--- config.mk ---
export PLATFORM = sky130hd
export DESIGN_NAME = ifetch_unit
export DESIGN_NICKNAME = d
export VERILOG_FILES = /design/src/rtl/ifetch_unit.sv
export SDC_FILE = /design/constraint.sdc
export NUM_CORES = 1
export LEC_CHECK = 0
export BUFFER_PORTS_ARGS = -buffer_cell sky130_fd_sc_hd__buf_2
export CAP_MARGIN = 25
export CORE_MARGIN = 2
export CORE_UTILIZATION = 50
export DETAILED_ROUTE_END_ITERATION = 7
export HOLD_SLACK_MARGIN = 0.12
export PLACE_DENSITY = 0.92
export REMOVE_ABC_BUFFERS = 1
export SLEW_MARGIN = 20
export SYNTH_ARGS = -nofsm -noshare
export SYNTH_HDL_FRONTEND = slang
export SYNTH_SLANG_ARGS = --single-unit
export TNS_END_PERCENT = 10
--- constraint.sdc ---
create_clock -name clk -period 5.8 [get_ports clk]
set_clock_uncertainty 0.15 [all_clocks]
set_input_delay 1.16 -clock clk [delete_from_list [all_inputs] [get_ports clk]]
set_output_delay 1.16 -clock clk [all_outputs]
set_load 0.02 [all_outputs]
--- src/rtl/ifetch_unit.sv ---
// Single-outstanding instruction fetch unit: requests one word, holds it until
// decode consumes it, and follows redirects (misaligned targets lock the unit up).
module ifetch_unit #(
  parameter logic [31:0] RESET_PC = 32'h0000_0000,
  parameter logic [31:0] NOP_INST = 32'h0000_0013
) (
  input  logic        clk,
  input  logic        rst,
  output logic        imem_req,
  output logic [31:0] imem_addr,
  input  logic [31:0] imem_rdata,
  input  logic        imem_ready,
  input  logic        inst_ready,
  input  logic        redirect,
  input  logic [31:0] redirect_pc,
  output logic        inst_valid,
  output logic [31:0] inst,
  output logic [31:0] pc,
  output logic [6:0]  opcode,
  output logic [2:0]  func3,
  output logic        func7,
  output logic        misalign_err
);

  typedef enum logic [1:0] {
    IDLE = 2'd0,
    REQ  = 2'd1,
    HOLD = 2'd2,
    ERR  = 2'd3
  } state_t;

  state_t      state_q, state_d;
  logic [31:0] pc_q, pc_d;
  logic [31:0] inst_q, inst_d;
  logic        inst_valid_q, inst_valid_d;
  logic        misalign_q, misalign_d;
  logic        redirect_aligned;

  assign redirect_aligned = (redirect_pc[1:0] == 2'b00);

  always_ff @(posedge clk or posedge rst) begin
    if (rst) begin
      state_q      <= IDLE;
      pc_q         <= RESET_PC;
      inst_q       <= NOP_INST;
      inst_valid_q <= 1'b0;
      misalign_q   <= 1'b0;
    end else begin
      state_q      <= state_d;
      pc_q         <= pc_d;
      inst_q       <= inst_d;
      inst_valid_q <= inst_valid_d;
      misalign_q   <= misalign_d;
    end
  end

  always_comb begin
    state_d      = state_q;
    pc_d         = pc_q;
    inst_d       = inst_q;
    inst_valid_d = inst_valid_q;
    misalign_d   = misalign_q;

    unique case (state_q)
      IDLE: begin
        state_d = REQ;
      end

      REQ, HOLD: begin
        // Redirect outranks both a memory response and a consume in the same cycle.
        if (redirect) begin
          inst_d       = NOP_INST;
          inst_valid_d = 1'b0;
          if (redirect_aligned) begin
            pc_d    = redirect_pc;
            state_d = REQ;
          end else begin
            misalign_d = 1'b1;
            state_d    = ERR;
          end
        end else if (state_q == REQ) begin
          if (imem_ready) begin
            inst_d       = imem_rdata;
            inst_valid_d = 1'b1;
            state_d      = HOLD;
          end
        end else if (inst_ready) begin
          pc_d         = pc_q + 32'd4;
          inst_d       = NOP_INST;
          inst_valid_d = 1'b0;
          state_d      = REQ;
        end
      end

      ERR: begin
        state_d = ERR;
      end

      default: begin
        state_d = IDLE;
      end
    endcase
  end

  assign imem_req     = (state_q == REQ);
  assign imem_addr    = pc_q;
  assign pc           = pc_q;
  assign inst         = inst_q;
  assign inst_valid   = inst_valid_q;
  assign misalign_err = misalign_q;
  assign opcode       = inst_q[6:0];
  assign func3        = inst_q[14:12];
  assign func7        = inst_q[30];

endmodule

==> results.md <==
Logic synthesis:
- The share of the Yosys chip area taken by registers is 43.98%.
- The synthesized design contains a little under 70 register bits.
- The Yosys step of the flow raised 0 warnings.
- Counting flops with an async set or reset pin after synthesis yields a share of between 90% and 100%.
- The synthesized design contains 0 enable-type register cells.
- After technology mapping, the gate count stands at 397.
- The distinct cell type count of the synthesized netlist is between 50 and 60.
- The post-synthesis area per instance is 9.767 sq um.
- Summing every instance area after synthesis gives slightly below 0.004 sq mm.
- In the synthesized netlist the dominant register cell turns out to be dfrtp_1.

Power:
- The leakage power is 0.002321 uW.
- The total power draw is 2616 uW.
- The worst-case IR drop observed on VDD is 0.3175 mV.
- In this run the power density over the cells is 555.9 mW/mm^2.

Die:
- The region available for standard cell placement spans 0.007607 sq mm.
- Once the floorplan was initialized, standard cells occupied 50.97% of the core.
- The count of standard-cell rows is 32.
- The x dimension of the die is 92.06 um.
- The area of the die is 0.008475 sq mm.
- 179 I/O pins were placed.
- In this run the vertical extent of the chip is 92.06 um.

Clocking:
- The clock root buffer is clkbuf_8.
- The number of gates resized after CTS was 0.
- The clock-pin slew on the worst setup and hold paths is 70 ps.
- The clock insertion delay at the later pin of the skew report is roughly 330 ps.
- TritonCTS built the clock tree.
- The post-CTS setup buffer count is 0.
- The H-tree generated during clock tree synthesis spans 3 levels.
- The sink count of the clock tree is 68.
- Buffers inserted during clock tree synthesis total 9.
- The clock passes through at most 2 buffers.
- Hold repair after CTS inserted 0 buffers.

Worst setup path:
- The destination of the worst register-to-register timing path is imem_addr[30].
- The reg-to-reg setup timing slack is 3170 ps.
- The end point of the critical path is inst[20].
- The startpoint identified for the worst register-to-register timing path is state_q[1].
- The largest fanout on the critical path is 64.
- The kind of start point of the critical path is an input pin.
- The required arrival time at the worst endpoint is 5870 ps.
- Data arrives at the worst endpoint at 3550 ps.
- The length in cells of the worst reg-to-reg path is 7.
- The critical path class is input pin to register.
- The launching element of the worst setup path is redirect.
- The worst setup path is captured at a register.

Timing:
- Setup slack on the critical path of the routed design comes to 2318 ps.
- Dividing the final minimum period by the clock period gives 60.03%.
- At the pin with the least slew margin, the transition time is 915.8 ps.
- Setup repair after global routing left no endpoint under its margin.
- The final total negative setup slack is 0 ps.
- The time the worst path needs with I/O delays and setup is 3482 ps.
- Measured against its own limit, the worst slew margin works out to 38.39%.
- The final max-slew violation count is 0.
- The number of hold-slack violations in the final timing report was 0.
- Static timing analysis puts the maximum clock frequency at 287.2 MHz.
- The number of setup violations in the final report is 0.

Job:
- The max capacitance violation total is 0.

Global route:
- The initial antenna violation count is 0.
- Entering global routing, the biggest net connects 69 pins.
- The number of global-route vias before repair is 3316.
- The first global-routing pass estimated 16.02 mm of wire.
- The overall track demand over capacity in global routing is 23.61%.
- The aggregate global routing overflow is 0.

Place:
- Before CTS, the worst setup slack after placement is 1919 ps.
- The final weighted congestion in routability-driven placement is 0.8602.
- The post-DP HPWL is 7.162 mm.
- Buffers placed on the I/O ports in this run total between 150 and 200.

Outcome:
- The flow ran to the end, and the final reports show no timing, DRC or antenna violations.

Layout:
- In the final layout, the share of cells above drive strength 1 is 41.02%.
- From synthesis to final layout, the design area changed by 21.36%.
- Leaving out fill and tap cells, the most frequent cells in the layout are buf_2 (178), dfrtp_1 (65), a22o_1 (29).
- The number of nets in the final layout is 598.
- The antenna diode count is 0.
- Leaving out fill and tap cells, the most frequent cell in the layout is buf_2.

Hold path:
- In this run the worst hold path is classified as register to register.

Route:
- The via count of the routed design is 3641.
- The DRC violations left is 0.
- For this run, the detailed router's first-pass iteration total came to 5.
- Dividing the detail-routed wire length by the instance count gives 16.30 um.
- The detail route stage leaves a number of antenna-violating nets equal to 0.
- Summed over all layers, the routed wires come to 10.29 mm.
- Using the TritonRoute via totals, the vias-per-cell ratio works out to slightly below 6.
- The initial detailed-routing violation count is 219.
worst min path at each step:
| stage | cells after the start | from | end | slack [ps] |
|---|---|---|---|---|
| after CTS | 2 | inst_valid | inst_valid | 350 |
| after detailed placement | 2 | inst_valid | inst_valid | 310 |
| after floorplan | 2 | state_q[0] | state_q[0] | 400 |
| after global placement | 2 | inst_valid | inst_valid | 310 |
| after global routing | 1 | inst[21] | inst[21] | 380 |
| final | 2 | inst_valid | inst_valid | 340 |
synth_stat cells, types with 6 or more instances:
cell type | number | area (sq um)
nor4_1 | 6 | 37.54
a31oi_1 | 6 | 37.54
a311oi_1 | 6 | 52.55
nand3_1 | 19 | 95.09
nor2_1 | 22 | 82.58
clkbuf_1 | 8 | 30.03
dfrtp_1 | 65 | 1627
a21oi_1 | 24 | 120.1
and3_1 | 9 | 56.30
a22o_1 | 29 | 254.0
nor3_1 | 6 | 30.03
o21ai_0 | 26 | 130.1
inv_1 | 8 | 30.03
buf_4 | 46 | 345.3
o22a_1 | 7 | 61.31
nand2_1 | 25 | 93.84
where the power goes:
part / internal (uW) / switching (uW) / total, uW / leakage [uW]
clock: 245 / 196 / 441 / 0.000110
combinational: 445 / 815 / 1260 / 0.00136
sequential: 668 / 247 / 915 / 0.000846
area by class of cell:
cell class | instances | area (sq um)
Inverter | 9 | 33.78
Multi-Input combinational cell | 253 | 1677
Tap cell | 102 | 127.6
Clock inverter | 7 | 98.84
Timing Repair Buffer | 183 | 939.7
Sequential cell | 68 | 1705
Clock buffer | 9 | 123.9
Fill cell | 678 | 2902
flip-flops by register name, indices dropped and copies added (netlist names):
| register | count |
|---|---|
| imem_addr | 32 |
| inst | 32 |
| inst_valid | 1 |
| misalign_err | 1 |
| state_q | 2 |
cells by family (layout without fill, tap and decap cells):
family          after synthesis  after routing  synth area share, %
simple gates                118            118                17.30
compound gates              127            127                23.04
fa+ha+maj                     5              5                1.613
buf+inv                      76            208                13.29
flops                        68             68                43.98
mux                           3              3               0.7745
worst max-delay path, cell delays in order:
cell and delay (ps):
buf_2 90, buf_4 510, clkinv_1 780, and3_1 570
buf_8 240, a22o_1 180
layer usage:
layer | GRT usage [%] | vias to the layer above | wire [um]
li1 | - | 1688 | -
met1 | 29.79 | 1745 | 4077
met2 | 40.07 | 193 | 5137
met3 | 5.341 | 15 | 915
met4 | 8.085 | 0 | 157
met5 | 0 | - | 0
metrics by stage:
| stage | hold slack (ps) | area [sq um] | utilization (%) | instances |
|---|---|---|---|---|
| 3_3_place_gp | 306.1 | 4454 | 58.55 | 613 |
| 4_1_cts | 348.5 | 4677 | 61.48 | 629 |
| 5_1_grt | 378.1 | 4706 | 61.86 | 631 |
| 2_1_floorplan | 399.3 | 3396 | - | 330 |
| 3_5_place_dp | 310.5 | 4454 | 58.55 | 613 |
| 6_report | 343.6 | 4706 | 61.86 | 631 |
(Power assumes the default switching activity.)
